<file path="src/rtl/taylor_out_fifo.sv">
`default_nettype none
// ============================================================================
// Module      : taylor_out_fifo
// Description : Tags each converted Taylor-network result with its output
//               port index and queues it in a first-word-fall-through FIFO.
// Revision    : 1.0 - initial release
// ============================================================================
module taylor_out_fifo #(
  parameter int NBITS = 28,
  parameter int NCH   = 4,
  parameter int CHW   = 2,
  parameter int AW    = 3
) (
  input  logic             clk,
  input  logic             rst,
  input  logic [NBITS-1:0] io_out,
  input  logic [NCH-1:0]   out_en,
  input  logic             rd_en,
  input  logic             err_clr,
  output logic [NBITS-1:0] dout,
  output logic [CHW-1:0]   dout_ch,
  output logic             dout_valid,
  output logic             full,
  output logic [AW:0]      count,
  output logic             overflow,
  output logic             onehot_err
);

  localparam int          c_depth_i = 2 ** AW;
  localparam int          c_ew      = NBITS + CHW;
  localparam logic [AW:0] c_depth   = (AW+1)'(c_depth_i);

  logic [c_ew-1:0] r_mem [c_depth_i];
  logic [AW-1:0]   r_wr_ptr;
  logic [AW-1:0]   r_rd_ptr;
  logic [AW:0]     r_count;
  logic            r_overflow;
  logic            r_onehot_err;

  logic [CHW-1:0]  w_tag;
  logic            w_any;
  logic            w_multi;
  logic            w_wr_req;
  logic            w_pop;
  logic            w_wr;
  logic            w_full;
  logic            w_ovf_evt;

  // Clearing the lowest set bit leaves a nonzero value only if 2+ bits are set.
  assign w_any   = |out_en;
  assign w_multi = |(out_en & (out_en - NCH'(1)));

  always_comb begin
    w_tag = '0;
    for (int k = 0; k < NCH; k++) begin
      if (out_en[k]) w_tag = CHW'(k);
    end
  end

  assign w_full    = (r_count == c_depth);
  assign w_wr_req  = w_any && !w_multi;
  assign w_pop     = rd_en && (r_count != '0);
  assign w_wr      = w_wr_req && (!w_full || w_pop);
  assign w_ovf_evt = w_wr_req && w_full && !w_pop;

  // Storage is deliberately not reset so it can map onto plain RAM.
  always_ff @(posedge clk) begin
    if (w_wr) r_mem[r_wr_ptr] <= {w_tag, io_out};
  end

  always_ff @(posedge clk or posedge rst) begin
    if (rst) begin
      r_wr_ptr     <= '0;
      r_rd_ptr     <= '0;
      r_count      <= '0;
      r_overflow   <= 1'b0;
      r_onehot_err <= 1'b0;
    end else begin
      if (w_wr)  r_wr_ptr <= r_wr_ptr + AW'(1);
      if (w_pop) r_rd_ptr <= r_rd_ptr + AW'(1);

      case ({w_wr, w_pop})
        2'b10:   r_count <= r_count + (AW+1)'(1);
        2'b01:   r_count <= r_count - (AW+1)'(1);
        default: r_count <= r_count;
      endcase

      // A fresh error in the clearing cycle wins over err_clr.
      if (w_ovf_evt)    r_overflow <= 1'b1;
      else if (err_clr) r_overflow <= 1'b0;

      if (w_multi)      r_onehot_err <= 1'b1;
      else if (err_clr) r_onehot_err <= 1'b0;
    end
  end

  assign {dout_ch, dout} = r_mem[r_rd_ptr];
  assign dout_valid      = (r_count != '0);
  assign full            = w_full;
  assign count           = r_count;
  assign overflow        = r_overflow;
  assign onehot_err      = r_onehot_err;

endmodule
`default_nettype wire
</file>
<file path="config.mk">
export PLATFORM = sky130hd
export DESIGN_NAME = taylor_out_fifo
export DESIGN_NICKNAME = d
export VERILOG_FILES = /design/src/rtl/taylor_out_fifo.sv
export SDC_FILE = /design/constraint.sdc
export NUM_CORES = 1
export LEC_CHECK = 0
export CORE_MARGIN = 5
export CORE_UTILIZATION = 52
export DETAILED_ROUTE_END_ITERATION = 16
export GPL_ROUTABILITY_DRIVEN = 0
export PLACE_DENSITY = 0.71
export SETUP_SLACK_MARGIN = 0.2
export SLEW_MARGIN = 0
export SYNTH_ARGS = -nofsm -noshare
export SYNTH_HDL_FRONTEND = slang
export SYNTH_SLANG_ARGS = --single-unit
export TNS_END_PERCENT = 1
</file>
<file path="constraint.sdc">
create_clock -name clk -period 3.6 [get_ports clk]
set_input_delay 1.08 -clock clk [delete_from_list [all_inputs] [get_ports clk]]
set_output_delay 1.08 -clock clk [all_outputs]
set_load 0.05 [all_outputs]
</file>
After elaboration in Yosys (flattened, before gate mapping)
Memories as Yosys holds them, arrays and structs flattened.
Cells that the tools add are included.
{"block": "word_totals", "elab_cells": 39, "out_inout_bits": 38, "memories": 1, "inputBits": 36, "ff_bits": 12, "mem_bits_rw": 240}
{"memory": "r_mem", "depth": 8, "width": 30, "rd": 1, "rd_clocked_by_memory_dff": 0, "write_ports": 1, "line": "33", "source": "logic [c_ew-1:0] r_mem [c_depth_i];"}
{"block": "classes", "reduce_logical": 15, "n_mux": 9, "n_bitwise": 1, "n_eq_ne": 3, "addsub": 5}
{"operator": "4-bit one-hot mux with 2 select lines", "count": 1}
{"operator": "4-bit OR reduction", "count": 2}
{"operator": "4-bit by 1-bit subtractor with 4-bit output, second input constant", "count": 2}
{"operator": "3-bit by 1-bit adder with 3-bit output, second input constant", "count": 2}
{"operator": "1-bit 2-to-1 mux", "count": 6}
{"operator": "2-bit nonzero test", "count": 3}
{"operator": "1-bit logical AND", "count": 5}
{"operator": "4-bit by 1-bit adder with 4-bit output, second input constant", "count": 1}
{"operator": "4-bit AND", "count": 1}
{"operator": "4-bit equality test, second input constant", "count": 1}
{"operator": "2-bit 2-to-1 mux", "count": 2}
{"operator": "4-bit nonzero test", "count": 1}
{"operator": "1-bit logical NOT", "count": 3}
{"operator": "2-bit by 1-bit equality test with 1-bit output, second input constant", "count": 1}
{"operator": "2-bit equality test, second input constant", "count": 1}
{"operator": "1-bit logical OR", "count": 1}

Longest topological paths before layout
Gate-level depths: netlist of run 1.
{"block": "logic_depth", "word_depth": 8, "mapped_depth": 10, "ltp_nobuf": 9}

Worst setup path after synthesis of run 1
OpenSTA, ideal clock, no wires.
{"block": "synth_path", "path_kind": "input to register", "from": "in out_en[1]", "to": "mem r_mem[1][0] (netlist bit), enable pin", "n_path_buf": 1, "setup_slack_ns": -0.713, "setup_ns": 0.455, "cell_stages": 5, "arrival_ns": 3.859, "required_time_ns": 3.145, "path_cell_list": "nor4b_1 -> a211o_1 -> buf_4 -> nand3_1 -> nor3_1"}
{"block": "synth_via", "elab_chain_cells": 8}
{"item": "from (decl)", "line": "17", "source": "input logic [NCH-1:0] out_en,"}
{"item": "4-bit by 1-bit subtractor with 4-bit output", "line": "51", "source": "assign w_multi = |(out_en & (out_en - NCH'(1)));"}
{"item": "4-bit AND", "line": "51"}
{"item": "4-bit OR reduction", "line": "51"}
{"item": "1-bit logical NOT", "line": "61", "source": "assign w_wr_req = w_any && !w_multi;"}
{"item": "1-bit logical AND *", "line": "61"}
{"item": "1-bit logical AND *", "line": "63", "source": "assign w_wr = w_wr_req && (!w_full || w_pop);"}
{"item": "1-bit 2-to-1 mux *", "line": "68", "source": "if (w_wr) r_mem[r_wr_ptr] <= {w_tag, io_out};"}
{"item": "1-bit 2-to-1 mux (implied by the code) *", "line": "68"}
{"item": "to (decl)", "line": "33"}
Mark *: on every way between the ends. The rest lies on a longest branch, timed or not.

Worst setup path in the final report of run 1
{"block": "layout_path", "from": "reg r_rd_ptr[0]", "to": "out dout_ch[0]"}
{"block": "layout_via", "elab_chain_cells": 1}
{"item": "from (decl)", "line": "35", "source": "logic [AW-1:0] r_rd_ptr;"}
{"item": "from (signal assigned)", "line": "80", "source": "if (w_pop) r_rd_ptr <= r_rd_ptr + AW'(1);"}
{"item": "memory read 8 x 30 bit"}
{"item": "to (decl)", "line": "21", "source": "output logic [CHW-1:0] dout_ch,"}
No other way between the ends.

==> results of run 1 <==
cell usage after synthesis (all sizes together):
cell and instances:
a211o 2, a21o 3, a21oi 1, and2 3, buf 7, clkbuf 11, dfrtp 12, edfxtp 240
fa 1, ha 4, inv 8, maj3 1, mux2 33, mux2i 3, mux4 60, nand2 4
nand2b 3, nand3 2, nand3b 2, nand4 1, nor2 7, nor3 3, nor4b 2, o2111ai 1
o21ai 2, o22ai 1, or2 2, or4 2, xnor2 5, xor2 2
flip-flops by register name, indices dropped and copies added, names as in the netlist:
| name | count |
|---|---|
| r_mem | 240 |
| r_wr_ptr | 3 |
| onehot_err | 1 |
| r_rd_ptr | 3 |
| count | 4 |
| overflow | 1 |
tightest hold or removal path: stages (launching register included):
cell and delay, ns:
sky130_fd_sc_hd__dfrtp_1 0.37, sky130_fd_sc_hd__inv_1 0.05, sky130_fd_sc_hd__o21ai_0 0.06
area by class of cell:
cell class                 instances  area share
clock buffer                      30      0.0542
inverter                           8     0.00252
clock inverter                    13     0.00957
sequential                       252       0.632
timing repair buffer             105      0.0901
multi-input combinational        150       0.187
tap                              234      0.0246
repair_timing:
action                     in CTS  in global routing
buffers inserted                2                  5
setup endpoints to repair      27                 30
hold buffers                    0                  0
resized for setup               1                  2
report_power, final:
group,internal (mW),switching [mW],total (mW)
registers,3.49,0.230,3.72
clock network,1.41,0.994,2.40
logic,1.69,2.21,3.90
total,6.59,3.43,10.0
layer usage:
layer	GRT usage	vias to the layer above	part of all wire	wire, microns
met3	0.0281	16	0.041	760
met4	0.0396	0	0.010	195
li1	-	2016	-	-
met1	0.239	2441	0.41	7660
met5	0	-	0	0
met2	0.306	101	0.54	9970
cells by family (layout without fill, tap and decap cells):
family | Yosys count | in the layout | share of synthesized area
DFF | 252 | 252 | 0.768
xor gates and xnor gates | 7 | 7 | 0.00627
buffers and inverters | 26 | 156 | 0.0111
and+or+nand+nor | 31 | 31 | 0.0180
adders and majority gates | 6 | 6 | 0.00819
muxes | 96 | 96 | 0.181
AOI/OAI and AO/OA | 10 | 10 | 0.00730
path summary, 6_finish.rpt:
kind | startpoint | slack (ns) | end
worst min-delay path | onehot_err$_DFFE_PP0P_ | 0.52 | onehot_err$_DFFE_PP0P_
worst max-delay path | r_rd_ptr[0]$_DFFE_PP0P_ | 0.23 | dout_ch[0]
max in group asynchronous | rst | 2.34 | r_rd_ptr[0]$_DFFE_PP0P_
min in group asynchronous | rst | 0.89 | count[0]$_DFFE_PP0P_
worst min register to register | onehot_err$_DFFE_PP0P_ | 0.52 | onehot_err$_DFFE_PP0P_
worst max register to register | count[0]$_DFFE_PP0P_ | 0.84 | count[3]$_DFFE_PP0P_
==> results.sh, run 1 <==
export IMPL_max_slew_margin_rel=0.630
export IMPL_cell_chosen_for_the_clock_root="sky130_fd_sc_hd__clkbuf_16"
export IMPL_cellPowerDensity_mw_per_mm2=842
export IMPL_antenna_violations_before_repair=0
export IMPL_final_setup_viol_count=0
export IMPL_grt_overflow_total=0
export IMPL_synth_area_per_cell_sq_um=22.8
export IMPL_clockBufferDepth=3
export IMPL_hold_viol=0
export IMPL_wire_length_of_the_first_global_routing_pass_microns=29200
export IMPL_max_clock_freq_mhz=297
export IMPL_final_net_count=583
export IMPL_clock_insertion_delay_worst_skew_ns=0.50
export IMPL_worstPathMaxFanout=14
export IMPL_cts_buffers_inserted=25
export IMPL_top_level_ports=74
export IMPL_layout_common_cells="sky130_fd_sc_hd__edfxtp_1 (240), sky130_fd_sc_hd__mux4_2 (60), sky130_fd_sc_hd__buf_4 (47)"
export IMPL_synth_area_sq_mm=0.00977
export IMPL_vdd_ir_drop_max_uv=627
export IMPL_element_type_at_the_critical_path_end="primary output"
export IMPL_postLayoutSetupSlackWorst_ns=0.229
export IMPL_dpl_cell_area_sq_mm=0.0111
export IMPL_synth_top_area_cell="sky130_fd_sc_hd__edfxtp_1"
export IMPL_holdPathStages=2
export IMPL_timing_worst_slew_pin_value_ns=0.555
export IMPL_timing_critical_path_depth=5
export IMPL_synth_yosys_warnings=0
export IMPL_yosys_cell_types_count=36
export IMPL_ant_diodes=0
export IMPL_critPathRequiredTime_ns=2.52
export IMPL_clock_pin_slew_of_the_registers_on_the_worst_case_setup_and_hold_paths_ns=0.06
export IMPL_cts_sinks=252
export IMPL_max_cap_violations=0
export IMPL_area_sequential_sq_mm=0.00752
export IMPL_slew_viol_final=0
export IMPL_netlist_top_cells_area="sky130_fd_sc_hd__edfxtp_1 (74%), sky130_fd_sc_hd__mux4_2 (14%), sky130_fd_sc_hd__mux2_2 (3.7%), sky130_fd_sc_hd__dfrtp_1 (3.1%), sky130_fd_sc_hd__ha_1 (0.51%)"
export IMPL_run_status="finished, final reports clean"
export IMPL_synth_largest_type_area_fraction=0.737
export IMPL_crit_path_frequent_cell="sky130_fd_sc_hd__buf_12"
export IMPL_sequence_of_cells_on_the_critical_path="buf_12, buf_12, mux4_2, mux2_2, buf_4"
export IMPL_multi_input_logic_area_sq_mm=0.00223
export IMPL_power_leakage_nw=3.93
export IMPL_final_layout_size_suffix_gt1_frac=0.367
export IMPL_die_x_microns=147
export IMPL_h_tree_depth=1
export IMPL_fin_setup_tns_ns=0
export IMPL_track_usage=0.176
export IMPL_core_rowCount=50
export IMPL_io_buffer_count=73
export IMPL_finClkSkew_ns=0.00782
export IMPL_synth_net_count=469
export IMPL_ys_seq_area_frac=0.768
export IMPL_critical_path_arrival_ns=2.29
export IMPL_dp_hpwl_microns=11100
export IMPL_mapped_cells=428
export IMPL_r2r_cells=9
export IMPL_detail_route_iter0_violations=204
export IMPL_postRouteAntennaNets=0
export IMPL_placement_setup_worst_slack_ns=-0.139
export IMPL_fin_hold_ws_ns=0.522
export IMPL_period_needed_ns=3.37
export IMPL_dr_pass1_iters=4
export IMPL_path_buf_inv=3
export IMPL_rsz0062_at_grt="true"
export IMPL_path_delay_family="multiplexers"
export IMPL_wl_per_cell_microns=23.5
export IMPL_worst_hold_path_type="reg2reg"
export IMPL_final_period_utilization=0.936
export IMPL_instances_no_fill=792
export IMPL_utilization=0.640
export IMPL_critPathKind="reg2out"
export IMPL_first_global_vias=5002
export IMPL_post_route_cell_area_sq_mm=0.0119
export IMPL_final_fill_count=1242
export IMPL_critical_path_s_slowest_cell="sky130_fd_sc_hd__mux4_2"
export IMPL_post_place_cells=742
export IMPL_die_y_microns=147
export IMPL_largest_stage_delay_on_the_critical_path_ns=0.52
export IMPL_drc_viols=0
export IMPL_tritoncts="built"
export IMPL_synth_seq_cells=252
export IMPL_floorplan_die_area_sq_mm=0.0216
export IMPL_core_area_sq_mm=0.0186
export IMPL_route_vias_total=4574
export IMPL_post_layout_total_power_mw=10.0
export IMPL_flow_area_growth_from_synthesis_pct=21.7
export IMPL_pin_count_of_the_biggest_net_entering_global_routing=33
export IMPL_route_detailed_vias_per_inst=5.78
export IMPL_leading_cell_type_in_the_layout_fill_and_taps_excluded="sky130_fd_sc_hd__edfxtp_1"
export IMPL_routed_wirelength_microns=18600
export IMPL_crit_path_start_kind="flip-flop"
export IMPL_initial_core_util=0.526
No activity file was read; power rests on OpenSTA's default activity.
==> run 2, diff against run 1 <==
Settings changed: CORE_UTILIZATION 52 to 60, DONT_BUFFER_PORTS set to 1, PLACE_DENSITY 0.71 to 0.72, SETUP_SLACK_MARGIN 0.2 to 0.4.
Clock period 3.6 ns to 3.2 ns, I/O delays scaled along.
==> results.sh, run 2 (synthesis gave the netlist of run 1 again) <==
export IMPL_run_status="finished, final reports clean"
export IMPL_drc_viols=0
export IMPL_wire_length_of_the_first_global_routing_pass_microns=28800
export IMPL_final_net_count=516
export IMPL_initial_core_util=0.613
export IMPL_postRouteAntennaNets=0
export IMPL_first_global_vias=4804
export IMPL_final_layout_size_suffix_gt1_frac=0.382
export IMPL_pin_count_of_the_biggest_net_entering_global_routing=33
export IMPL_cell_chosen_for_the_clock_root="sky130_fd_sc_hd__clkbuf_16"
export IMPL_slew_viol_final=0
export IMPL_max_slew_margin_rel=0.549
export IMPL_worstPathMaxFanout=6
export IMPL_rsz0062_at_grt="true"
export IMPL_die_x_microns=138
export IMPL_grt_overflow_total=0
export IMPL_max_cap_violations=0
export IMPL_number_of_flip_flops_in_the_largest_register=240
export IMPL_finClkSkew_ns=0.00786
export IMPL_crit_path_start_kind="flip-flop"
export IMPL_dp_hpwl_microns=10300
export IMPL_final_period_utilization=0.984
export IMPL_dr_pass1_iters=4
export IMPL_critical_path_arrival_ns=2.19
export IMPL_detail_route_iter0_violations=303
export IMPL_final_setup_viol_count=0
export IMPL_max_clock_freq_mhz=318
export IMPL_cellPowerDensity_mw_per_mm2=1000
export IMPL_core_rowCount=46
export IMPL_critPathRequiredTime_ns=2.24
export IMPL_clock_insertion_delay_worst_skew_ns=0.51
export IMPL_die_y_microns=138
export IMPL_regMostFlops="r_mem"
export IMPL_tritoncts="built"
export IMPL_clock_pin_slew_of_the_registers_on_the_worst_case_setup_and_hold_paths_ns=0.06
export IMPL_element_type_at_the_critical_path_end="primary output"
export IMPL_utilization=0.726
export IMPL_antenna_violations_before_repair=0
export IMPL_route_detailed_vias_per_inst=6.19
export IMPL_track_usage=0.210
export IMPL_cts_sinks=252
export IMPL_io_buffer_count=0
export IMPL_route_vias_total=4379
export IMPL_hold_viol=0
export IMPL_vdd_ir_drop_max_uv=546
export IMPL_layout_common_cells="sky130_fd_sc_hd__edfxtp_1 (240), sky130_fd_sc_hd__mux4_2 (60), sky130_fd_sc_hd__mux2_4 (31)"
export IMPL_critPathKind="reg2out"
export IMPL_ant_diodes=0
export IMPL_power_leakage_nw=3.86
export IMPL_fin_setup_tns_ns=0
export IMPL_top_level_ports=74
export IMPL_wl_per_cell_microns=26.9
export IMPL_flow_area_growth_from_synthesis_pct=18.5
export IMPL_cts_buffers_inserted=25
export IMPL_clockBufferDepth=3
export IMPL_post_place_cells=652
export IMPL_floorplan_die_area_sq_mm=0.0189
export IMPL_worst_hold_path_type="in2async"
export IMPL_h_tree_depth=1
export IMPL_leading_cell_type_in_the_layout_fill_and_taps_excluded="sky130_fd_sc_hd__edfxtp_1"
export IMPL_period_needed_ns=3.15
export IMPL_timing_worst_slew_pin_value_ns=0.677
export IMPL_routed_wirelength_microns=19000
export IMPL_core_area_sq_mm=0.0159
export IMPL_instances_no_fill=708
## run 2: cell types whose count changed in the layout (fill, tap and decap cells not counted), sizes merged, moves of 3 or more
cell,previous run,this run
clkdlybuf4s50,41,0
bufinv,2,5
clkbuf,31,34
clkinv,9,5
buf,61,36
## run 2: repair_timing
action | 4_1_cts | 5_1_grt
hold buffers | 0 | 0
setup endpoints to repair | 31 | 32
setup buffers | 6 | 0
hold endpoints to repair | 0 | 0
gates resized for setup | 40 | 1
cloned | 4 | 2
pin swaps | 0 | 0
## run 2: where the power goes
part           internal [mW]  total [mW]  switching (mW)  leakage (nW)
logic                   1.86        4.41            2.54          1.14
clock network           1.88        3.03            1.15         0.416
registers               3.93        4.14           0.212          2.30
total                   7.67        11.6            3.91          3.86
## run 2: metal layers
| layer | part of all wire | wire (microns) | global-route usage | up-vias |
|---|---|---|---|---|
| met3 | 0.080 | 1530 | 0.0460 | 35 |
| met4 | 0.021 | 406 | 0.0493 | 0 |
| met5 | 0 | 0 | 0 | - |
| li1 | - | - | - | 1875 |
| met1 | 0.37 | 6970 | 0.269 | 2308 |
| met2 | 0.53 | 10100 | 0.370 | 161 |
## run 2: final timing paths
path                       slack, ns                 endpoint  cells after the start               startpoint
setup / recovery                0.05               dout_ch[0]                      4  r_rd_ptr[0]$_DFFE_PP0P_
hold / removal                  0.35   onehot_err$_DFFE_PP0P_                      1                      rst
setup reg to reg                0.50     count[3]$_DFFE_PP0P_                      9     count[0]$_DFFE_PP0P_
hold reg to reg                 0.57  r_wr_ptr[0]$_DFFE_PP0P_                      1  r_wr_ptr[0]$_DFFE_PP0P_
max in group asynchronous       2.49  r_rd_ptr[0]$_DFFE_PP0P_                      1                      rst
min in group clk                0.54   r_mem[7][15]$_DFFE_PP_                      0               io_out[15]
## run 2: metrics by stage
stage                     worst slack, ns  hold slack, ns  power, mW  instance area [sq um]
after CTS                          0.0480           0.359       11.6                  11500
after global routing              0.00568           0.384       12.0                  11600
after floorplan                     0.231           0.529       7.26                   9840
after detailed placement            0.275           0.556       7.98                  10400
after global placement              0.326           0.545       7.91                  10400
final                              0.0524           0.349       11.6                  11600
## run 2: critical path, cell delays in order (launching register included)
cell and delay, ns:
sky130_fd_sc_hd__dfrtp_4 0.47, sky130_fd_sc_hd__buf_4 0.18, sky130_fd_sc_hd__buf_16 0.14, sky130_fd_sc_hd__mux4_2 0.51
sky130_fd_sc_hd__mux2_4 0.37
## run 2: cell type report
type                       instances  area, sq um
sequential                       252         7510
clock inverter                    12          188
inverter                           8         30.0
tap                              216          270
clock buffer                      32          672
fill                             909         4360
timing repair buffer              38          541
multi-input combinational        150         2370
==> run 3, diff against run 2 <==
Settings changed: CORE_UTILIZATION 60 to 50, PLACE_DENSITY 0.72 to 0.61.
==> results.sh, run 3 (synthesis gave the netlist of run 1 again) <==
export IMPL_max_cap_violations=0
export IMPL_antenna_violations_before_repair=0
export IMPL_setup_worst_path_start="r_rd_ptr[0]$_DFFE_PP0P_"
export IMPL_critPathRequiredTime_ns=2.24
export IMPL_clockBufferDepth=3
export IMPL_wire_length_of_the_first_global_routing_pass_microns=28600
export IMPL_clock_power_share=0.269
export IMPL_final_period_utilization=0.966
export IMPL_critPathKind="reg2out"
export IMPL_hold_viol=0
export IMPL_cellPowerDensity_mw_per_mm2=995
export IMPL_first_global_vias=4797
export IMPL_instances_no_fill=758
export IMPL_die_y_microns=150
export IMPL_final_setup_viol_count=0
export IMPL_period_needed_ns=3.09
export IMPL_track_usage=0.169
export IMPL_grt_overflow_total=0
export IMPL_comb_power_share=0.378
export IMPL_core_rowCount=51
export IMPL_top_level_ports=74
export IMPL_ant_diodes=0
export IMPL_tritoncts="built"
export IMPL_flow_area_growth_from_synthesis_pct=18.4
export IMPL_final_net_count=516
export IMPL_rsz0062_at_grt="true"
export IMPL_timing_worst_slew_pin_value_ns=0.514
export IMPL_cell_chosen_for_the_clock_root="sky130_fd_sc_hd__clkbuf_16"
export IMPL_worst_hold_path_type="in2async"
export IMPL_number_of_flip_flops_in_the_largest_register=240
export IMPL_cts_buffers_inserted=25
export IMPL_seqPwrFrac=0.353
export IMPL_max_slew_margin_rel=0.658
export IMPL_post_layout_total_power_mw=11.5
export IMPL_crit_path_start_kind="flip-flop"
export IMPL_die_x_microns=150
export IMPL_h_tree_depth=1
export IMPL_clock_pin_slew_of_the_registers_on_the_worst_case_setup_and_hold_paths_ns=0.06
export IMPL_run_status="finished, final reports clean"
export IMPL_clock_insertion_delay_worst_skew_ns=0.51
export IMPL_p_switching_mw=3.90
export IMPL_cts_sinks=252
export IMPL_power_share_switching=0.339
export IMPL_worstReg2RegStart="count[0]$_DFFE_PP0P_"
export IMPL_initial_core_util=0.506
export IMPL_route_detailed_vias_per_inst=5.73
export IMPL_fin_hold_ws_ns=0.374
export IMPL_finClkSkew_ns=0.0147
export IMPL_worstPathMaxFanout=9
export IMPL_floorplan_die_area_sq_mm=0.0224
export IMPL_power_leakage_nw=3.85
export IMPL_routed_wirelength_microns=18900
export IMPL_regMostFlops="r_mem"
export IMPL_post_place_cells=702
export IMPL_postRouteAntennaNets=0
export IMPL_max_clock_freq_mhz=323
export IMPL_dr_pass1_iters=5
export IMPL_pin_count_of_the_biggest_net_entering_global_routing=33
export IMPL_fin_setup_tns_ns=0
export IMPL_vdd_ir_drop_max_uv=740
export IMPL_drc_viols=0
export IMPL_io_buffer_count=0
export IMPL_final_layout_size_suffix_gt1_frac=0.387
export IMPL_utilization=0.599
export IMPL_slew_viol_final=0
export IMPL_critical_path_arrival_ns=2.13
export IMPL_layout_common_cells="sky130_fd_sc_hd__edfxtp_1 (240), sky130_fd_sc_hd__mux4_2 (60), sky130_fd_sc_hd__mux2_4 (31)"
export IMPL_cts_hold_buf=0
export IMPL_wl_per_cell_microns=25.0
export IMPL_detail_route_iter0_violations=290
export IMPL_dp_hpwl_microns=10400
export IMPL_p_int_mw=7.62
export IMPL_route_vias_total=4340
export IMPL_core_area_sq_mm=0.0193
export IMPL_leading_cell_type_in_the_layout_fill_and_taps_excluded="sky130_fd_sc_hd__edfxtp_1"
export IMPL_element_type_at_the_critical_path_end="primary output"
-- run 3: worst max-delay path, stage by stage, from the launching register on --
cell	delay, ns
sky130_fd_sc_hd__dfrtp_4	0.42
sky130_fd_sc_hd__buf_12	0.16
sky130_fd_sc_hd__clkbuf_16	0.18
sky130_fd_sc_hd__mux4_2	0.49
sky130_fd_sc_hd__mux2_4	0.37
-- run 3: power groups by stage --
stage / clock [mW] / combinational (mW) / sequential (mW)
2_1_floorplan: 0 / 3.06 / 4.20
3_3_place_gp: 0 / 3.80 / 4.17
3_5_place_dp: 0 / 3.83 / 4.19
4_1_cts: 3.15 / 4.03 / 4.09
5_1_grt: 3.33 / 4.59 / 4.09
6_report: 3.09 / 4.36 / 4.07
-- run 3: path summary, 6_finish.rpt --
kind,to,slack (ns),cells after the start
setup reg to reg,count[3]$_DFFE_PP0P_,0.42,9
setup / recovery,dout[8],0.11,4
min in group clk,r_mem[0][15]$_DFFE_PP_,0.54,0
hold reg to reg,r_wr_ptr[0]$_DFFE_PP0P_,0.58,1
hold / removal,r_rd_ptr[0]$_DFFE_PP0P_,0.37,1
max in group asynchronous,r_rd_ptr[0]$_DFFE_PP0P_,2.45,1
-- run 3: cell type report --
cell class	instances	area, sq um
Clock inverter	18	246
Fill cell	1367	7760
Sequential cell	252	7510
Inverter	8	30.0
Timing Repair Buffer	38	454
Clock buffer	27	633
Multi-Input combinational cell	150	2370
Tap cell	265	332
-- run 3: timing repair --
action | CTS | global route
resized for setup | 14 | 18
buffers inserted | 3 | 3
endpoints found under the setup margin | 31 | 32
gates cloned | 0 | 5
-- run 3: per-stage QoR --
stage	area [sq um]	worst slack (ns)
2_1_floorplan	9840	0.231
3_3_place_gp	10400	0.328
3_5_place_dp	10400	0.247
4_1_cts	11400	0.0410
5_1_grt	11600	0.0511
6_report	11600	0.109
-- run 3: metal layers --
layer | wire, microns | GRT usage | share of wire | up-vias
met5 | 0 | 0 | 0 | -
met4 | 355 | 0.0380 | 0.019 | 0
met3 | 1460 | 0.0466 | 0.077 | 23
met2 | 9190 | 0.277 | 0.49 | 119
met1 | 7920 | 0.229 | 0.42 | 2313
li1 | - | - | - | 1885
